## src/rtl/mem_arbiter.sv

```systemverilog
// mem_arbiter
// Two-requester round-robin arbiter in front of a single-port synchronous
// memory. Exactly one access is in flight at a time and every access, read
// or write, completes with a one-cycle ack pulse three cycles after the
// request is first sampled (IDLE -> ACCESS -> READ -> IDLE).
module mem_arbiter #(
  parameter int DEPTH = 16,
  parameter int WIDTH = 8
) (
  input  logic             i_clk,
  input  logic             i_reset,

  input  logic             i_req0,
  input  logic             i_we0,
  input  logic [DEPTH-1:0] i_addr0,
  input  logic [WIDTH-1:0] i_dat0,
  output logic             o_ack0,
  output logic [WIDTH-1:0] o_dat0,

  input  logic             i_req1,
  input  logic             i_we1,
  input  logic [DEPTH-1:0] i_addr1,
  input  logic [WIDTH-1:0] i_dat1,
  output logic             o_ack1,
  output logic [WIDTH-1:0] o_dat1,

  output logic [DEPTH-1:0] o_mem_addr,
  output logic [WIDTH-1:0] o_mem_dat,
  output logic             o_mem_cs,
  output logic             o_mem_we,
  input  logic [WIDTH-1:0] i_mem_dat,

  output logic             o_busy
);

  // FSM encoding
  localparam logic [1:0] ST_IDLE   = 2'd0;
  localparam logic [1:0] ST_ACCESS = 2'd1;
  localparam logic [1:0] ST_READ   = 2'd2;

  // Round-robin pick: on contention the requester that did not win last
  // time gets the slot; a lone eligible requester always wins.
  // Returns the index (0/1) of the winner; only meaningful when at least
  // one requester is eligible.
  function automatic logic pick_winner(input logic elig0,
                                       input logic elig1,
                                       input logic last_gnt);
    logic win;
    if (elig0 && elig1) begin
      win = ~last_gnt;
    end else if (elig1) begin
      win = 1'b1;
    end else begin
      win = 1'b0;
    end
    return win;
  endfunction

  // State and registered outputs
  logic [1:0]       state_q,    state_d;
  logic             grant_q,    grant_d;     // owner of the access in flight
  logic             last_q,     last_d;      // last requester granted
  logic [DEPTH-1:0] mem_addr_q, mem_addr_d;
  logic [WIDTH-1:0] mem_dat_q,  mem_dat_d;
  logic             mem_cs_q,   mem_cs_d;
  logic             mem_we_q,   mem_we_d;
  logic             ack0_q,     ack0_d;
  logic             ack1_q,     ack1_d;
  logic [WIDTH-1:0] dat0_q,     dat0_d;
  logic [WIDTH-1:0] dat1_q,     dat1_d;
  logic             busy_q,     busy_d;

  // Combinational arbitration signals
  logic elig0_s;
  logic elig1_s;
  logic any_elig_s;
  logic win_s;
  logic launch_s;

  // Eligibility: a request is ignored during its own ack cycle so a
  // requester that has not yet dropped req is not granted a second time.
  always_comb begin
    elig0_s    = i_req0 & ~ack0_q;
    elig1_s    = i_req1 & ~ack1_q;
    any_elig_s = elig0_s | elig1_s;
    win_s      = pick_winner(elig0_s, elig1_s, last_q);
    launch_s   = (state_q == ST_IDLE) & any_elig_s;
  end

  // FSM next state plus grant bookkeeping; the last-grant register only
  // moves when a new access is launched.
  always_comb begin
    state_d = state_q;
    grant_d = grant_q;
    last_d  = last_q;
    case (state_q)
      ST_IDLE: begin
        if (launch_s) begin
          state_d = ST_ACCESS;
          grant_d = win_s;
          last_d  = win_s;
        end else begin
          state_d = ST_IDLE;
        end
      end
      ST_ACCESS: begin
        state_d = ST_READ;
      end
      ST_READ: begin
        state_d = ST_IDLE;
      end
      default: begin
        state_d = ST_IDLE;
      end
    endcase
  end

  // Memory port: address/data/we of the winner are latched at launch and
  // cs is high only for the single ACCESS cycle; addr/data hold afterwards.
  always_comb begin
    mem_addr_d = mem_addr_q;
    mem_dat_d  = mem_dat_q;
    mem_cs_d   = 1'b0;
    mem_we_d   = 1'b0;
    if (launch_s) begin
      mem_cs_d = 1'b1;
      if (win_s) begin
        mem_addr_d = i_addr1;
        mem_dat_d  = i_dat1;
        mem_we_d   = i_we1;
      end else begin
        mem_addr_d = i_addr0;
        mem_dat_d  = i_dat0;
        mem_we_d   = i_we0;
      end
    end else begin
      mem_cs_d = 1'b0;
      mem_we_d = 1'b0;
    end
  end

  // Completion: in READ the memory's registered output is captured into the
  // owner's data register and its ack pulses; the other side holds its data.
  always_comb begin
    ack0_d = 1'b0;
    ack1_d = 1'b0;
    dat0_d = dat0_q;
    dat1_d = dat1_q;
    if (state_q == ST_READ) begin
      if (grant_q) begin
        ack1_d = 1'b1;
        dat1_d = i_mem_dat;
      end else begin
        ack0_d = 1'b1;
        dat0_d = i_mem_dat;
      end
    end else begin
      ack0_d = 1'b0;
      ack1_d = 1'b0;
    end
  end

  // Busy flag registered alongside the state so it tracks "not IDLE".
  always_comb begin
    busy_d = (state_d != ST_IDLE);
  end

  // State registers with synchronous reset; reset aborts any access.
  always_ff @(posedge i_clk) begin
    if (i_reset) begin
      state_q    <= ST_IDLE;
      grant_q    <= 1'b0;
      last_q     <= 1'b1;
      mem_addr_q <= {DEPTH{1'b0}};
      mem_dat_q  <= {WIDTH{1'b0}};
      mem_cs_q   <= 1'b0;
      mem_we_q   <= 1'b0;
      ack0_q     <= 1'b0;
      ack1_q     <= 1'b0;
      dat0_q     <= {WIDTH{1'b0}};
      dat1_q     <= {WIDTH{1'b0}};
      busy_q     <= 1'b0;
    end else begin
      state_q    <= state_d;
      grant_q    <= grant_d;
      last_q     <= last_d;
      mem_addr_q <= mem_addr_d;
      mem_dat_q  <= mem_dat_d;
      mem_cs_q   <= mem_cs_d;
      mem_we_q   <= mem_we_d;
      ack0_q     <= ack0_d;
      ack1_q     <= ack1_d;
      dat0_q     <= dat0_d;
      dat1_q     <= dat1_d;
      busy_q     <= busy_d;
    end
  end

  assign o_mem_addr = mem_addr_q;
  assign o_mem_dat  = mem_dat_q;
  assign o_mem_cs   = mem_cs_q;
  assign o_mem_we   = mem_we_q;
  assign o_ack0     = ack0_q;
  assign o_ack1     = ack1_q;
  assign o_dat0     = dat0_q;
  assign o_dat1     = dat1_q;
  assign o_busy     = busy_q;

endmodule

```

## config.mk

```make
export PLATFORM = sky130hd
export DESIGN_NAME = mem_arbiter
export DESIGN_NICKNAME = d
export VERILOG_FILES = /design/src/rtl/mem_arbiter.sv
export SDC_FILE = /design/constraint.sdc
export NUM_CORES = 1
export LEC_CHECK = 0
export ABC_AREA = 1
export CORE_MARGIN = 2
export CORE_UTILIZATION = 41
export CTS_CLUSTER_DIAMETER = 30
export DETAILED_ROUTE_END_ITERATION = 6
export PLACE_DENSITY = 0.81
export RECOVER_POWER = 100
export SETUP_SLACK_MARGIN = 0.3
export SLEW_MARGIN = 20
export SYNTH_ARGS = -nofsm -noshare
export SYNTH_HDL_FRONTEND = slang
export SYNTH_SLANG_ARGS = --single-unit
```

## constraint.sdc

```tcl
create_clock -name i_clk -period 1.7 [get_ports i_clk]
set_clock_uncertainty 0.2 [all_clocks]
set_input_delay 0.255 -clock i_clk [delete_from_list [all_inputs] [get_ports i_clk]]
set_output_delay 0.255 -clock i_clk [all_outputs]
set_load 0.01 [all_outputs]
```

## Word-level counts from Yosys, hierarchy flattened

Index checks and enable logic that the tools add are counted.
Widths: inputs -> output; s select.

| storage, ports and cells | value |
|---|---|
| register bits | 49 |
| bits of input ports | 62 |
| output and inout port bits | 45 |
| word-level logic and storage cells | 42 |

| cells by class | value |
|---|---|
| eq/ne operators | 2 |
| mux-type cells | 10 |
| bitwise operators | 10 |
| reduce and logical (&&, ||, !) cells | 8 |

Operators by type and width:

| cell | count |
|---|---|
| $mux 16 | 1 |
| $mux 8 | 1 |
| $mux 1 | 7 |
| $not 1->1 | 6 |
| $reduce_and 2->1 | 3 |
| $pmux 2 s2 | 1 |
| $reduce_or 2->1 | 2 |
| $and 1x1->1 | 3 |
| $eq 2x1->1 const B | 1 |
| $eq 2x2->1 const B | 1 |
| $logic_not 2->1 | 1 |
| $reduce_bool 2->1 | 1 |
| $logic_and 1x1->1 | 1 |
| $or 1x1->1 | 1 |

## Logic depth before layout (Yosys ltp)

| depth | value |
|---|---|
| word-level depth | 7 |
| mapped depth | 9 |
| gate-level depth less buffers | 7 |

## Worst setup path before layout

No wires, ideal clock.

| path | value |
|---|---|
| kind | register to register |
| start point | reg state_q[0] |
| end point | reg mem_addr_q[9] (netlist: o_mem_addr[9]) |
| data arrival time | 1.051 ns |
| required time | 1.388 ns |
| path slack | 0.338 ns |
| stages on the path, launching flop included | 8 |
| path buffers | 1 |
| period minus slack after synthesis | 1.362 ns |
| cells stage by stage | dfxtp_1 nor2_2 inv_2 a21oi_4 buf_6 nand2_1 nor2_1 nor2_1 |

| between the ends | value |
|---|---|
| longest elaborated chain between the ends | 2 |

Ends and longest elaborated chain:

| element | line | RTL |
|---|---|---|
| start: declaration | 60 | `logic [1:0] state_q, state_d;` |
| start signal: assignment | 184 | `state_q <= state_d;` |
| $logic_not 2->1 | 87 | `launch_s = (state_q == ST_IDLE) & any_elig_s;` |
| $and 1x1->1 | 87 |  |
| end signal: assignment | 174 | `mem_addr_q <= {DEPTH{1'b0}};` |
| end signal: assignment | 187 | `mem_addr_q <= mem_addr_d;` |
| end: declaration | 63 | `logic [DEPTH-1:0] mem_addr_q, mem_addr_d;` |

No other way between the ends.
A chain may end at the register's enable or synchronous reset.

## Worst setup path in the final report

| path | value |
|---|---|
| start point | reg state_q[1] |
| end point | reg mem_addr_q[2] (netlist: o_mem_addr[2]) |

The elaborated chain is that of the path after synthesis.

==> results.md <==
- FF-to-FF setup slack: 0.15 ns
- Initial DRC Count: 99
- Final Max Slew Viols: 0
- Syn_area_per_cell: 6.837 um2
- Routed wl met2: 3377 um
- Die area: 0.006288 mm2
- F_max: 646.4 MHz
- Critical R2R Launch: state_q[1]$_SDFF_PP0_
- Floorplan core area: 0.005507 mm2
- Sequential area share after synthesis: 41.33%
- Maximum VDD drop: 469.0 uV
- First-pass GRT wire length: 9922 um
- Tmin final: 1.547 ns
- Fin Setup TNS: 0 ns
- Synth top area share: 41.33%
- Worst EP required: 1.70 ns
- Critical Path Sink Type: flip-flop
- Synth area leader: dfxtp_1
- H-Tree Depth: 2
- Post-Syn Instances: 340
- Type of the worst setup path: flip-flop to flip-flop
- Synth warn: 0
- Hold Crit Depth: 2
- Slew HR: 72.98%
- DR pass1 iterations: 4
- Final wirelength: 6431 um
- Met1 WL: 2570 um
- Top routing layer used: met4
- Clock Latency Late Sink: 0.30 ns
- Num rows: 27
- Synth top area cells: dfxtp_1, nand2_1, nor2_1
- Clock power share: 24.0%
- RSZ-0062 raised after global routing: yes
- Syn nets: 402
- Hold_buf cts: 0
- Final ANT Viol Nets: 0
- Setup violations, final: 0
- Area grow syn2layout: 58.56%
- Share of layout cells above drive strength 1: 11.23%
- Most frequent cells in the layout: nand2_1, clkdlybuf4s50_1, nor2_1, dfxtp_1, inv_1
- Cts bufs inserted: 5
- Pre-CTS setup slack: -0.1107 ns
- Most common cell after layout, fill and taps aside: nand2_1
- Status: finished, final reports clean
- Die H: 79.30 um
- Sw Ratio: 30.81%
- Leakage: 1.617 nW
- Clk sinks: 48
- Initial core utilization: 42.22%
- Hold/Removal Path Class: flip-flop to flip-flop
- Hold Crit Start: o_dat0[2]$_SDFFE_PP0P_
- Number of global-route vias before repair: 2268
- Placed cells: 510
- Vias/cell: 4.707
- Cell Int Power: 1.971 mW
- Part of the power in combinational logic: 31.2%
- Worst Slack Setup Final: 0.1531 ns
- Die W: 79.30 um
- Via count: 2476
- # Max-Cap Violations: 0
- Gpl congestion: 0.7793
- Slew @ Worst Pin: 0.4017 ns
- Crit Reg-Reg Endpoint: o_mem_addr[2]$_SDFFE_PP0P_
- Filler cells: 498
- Critical path fanouts, max: 7
- Routed WL per cell: 12.23 um
- Synth cell types: 21
- ANT cells: 0
- CTS Buffer Depth: 2
- GR Overflow Total: 0
- Buffers on Ports: 106
- Psw: 877.9 uW
- Critical path arrival: 1.55 ns
- Syn Std Cell Area: 0.002325 mm2
- Fin. Hold Viols: 0
- GRT Util Overall: 19.92%
- Largest net degree at the start of global routing: 50
- Critical path launch point type: flip-flop
- Min-Delay Endpoint: o_dat0[2]$_SDFFE_PP0P_
- Fin cells: 526
- #FFs+latches synth: 48
- Initial antenna violation count: 0
- Fin crit share: 91.00%
- Final instance area: 0.003686 mm2
- P per Cell Area: 773.0 mW/mm2
- Met3 wire len: 428 um
- Post-place instance area: 0.003485 mm2
- Post-DP HPWL: 4357 um
- DRC: 0
- Root Buffer: clkbuf_8
- Sequential Power Share: 44.9%
- Reg2reg path depth: 8
- Design Power: 2.849 mW
- Worst-path clk slew: 0.09 ns
- Final #Nets: 515
- CTS tree: yes
- Boundary Pins: 107
-- metal layers --
metal	vias up	track usage [%]
met5	-	0
li1	1273	-
met1	1122	22.74
met3	4	5.341
met2	77	36.02
met4	0	6.207
-- registers in the layout, indices dropped and copies added (netlist names) --
| register | flops |
|---|---|
| o_ack1 | 1 |
| o_mem_dat | 8 |
| o_ack0 | 1 |
| o_dat1 | 8 |
| o_busy | 1 |
| grant_q | 1 |
| state_q | 2 |
| o_dat0 | 8 |
| last_q | 1 |
| o_mem_addr | 16 |
| o_mem_we | 1 |
-- what timing repair did --
action,CTS,global route
buffers inserted,4,2
gates cloned,2,0
gates resized for setup,61,62
endpoints found under the setup margin,87,65
pin swaps,0,10
-- cells in the mapped netlist (all sizes together) --
| cell type | number |
|---|---|
| o21ai | 16 |
| a21boi | 24 |
| or2 | 1 |
| nand3b | 1 |
| nand2 | 83 |
| nand3 | 27 |
| dfxtp | 48 |
| buf | 13 |
| a21oi | 20 |
| nor2 | 52 |
| inv | 48 |
| clkbuf | 7 |
-- cell families after synthesis --
family	synth area share [%]
compound gates	16.31
simple gates	28.96
flops	41.33
buf+inv	13.40
-- power groups by stage --
stage	clock network, mW	logic, mW	registers, mW
6_report	0.683	0.888	1.28
3_5_place_dp	0	0.846	1.30
5_1_grt	0.751	0.984	1.29
3_3_place_gp	0	0.831	1.30
2_1_floorplan	0	0.390	1.34
4_1_cts	0.699	0.845	1.28
-- stage by stage --
step	util (%)	hold WS, ns
6_report	66.94	0.2465
5_1_grt	66.94	0.2629
4_1_cts	66.19	0.2473
3_5_place_dp	63.28	0.2359
3_3_place_gp	63.28	0.2294
2_1_floorplan	-	0.1174
-- area by class of cell --
class / count / area (um2) / area share, %
clock buffers: 5 / 68.82 / 1.867
clock inverters: 3 / 23.77 / 0.6449
inverters: 48 / 185.2 / 5.024
multi-input cells: 224 / 1111 / 30.14
flip-flops and latches: 48 / 962.2 / 26.10
well taps: 72 / 90.09 / 2.444
repair buffers: 126 / 1245 / 33.77
-- worst max path at each step --
stage                               start                    endpoint  slack, ns  depth (start not counted)
floorplan           state_q[0]$_SDFF_PP0_  o_mem_addr[9]$_SDFFE_PP0P_       0.34                          7
global placement                   i_req0   o_mem_dat[5]$_SDFFE_PP0P_      -0.05                          7
detailed placement                 i_req0  o_mem_addr[8]$_SDFFE_PP0P_      -0.11                          7
CTS                 state_q[0]$_SDFF_PP0_  o_mem_addr[3]$_SDFFE_PP0P_       0.26                          7
global route        state_q[0]$_SDFF_PP0_      o_dat0[6]$_SDFFE_PP0P_       0.06                          5
finish              state_q[1]$_SDFF_PP0_  o_mem_addr[2]$_SDFFE_PP0P_       0.15                          8
-- critical path, stage by stage, from the launching register on --
cell,delay (ns)
dfxtp_1,0.36
nor2_4,0.14
inv_1,0.08
a21oi_4,0.18
buf_6,0.15
buf_16,0.12
nand2_4,0.05
nor2_2,0.12
nor2_1,0.06
Note: power is estimated with default switching activity, not from simulation.
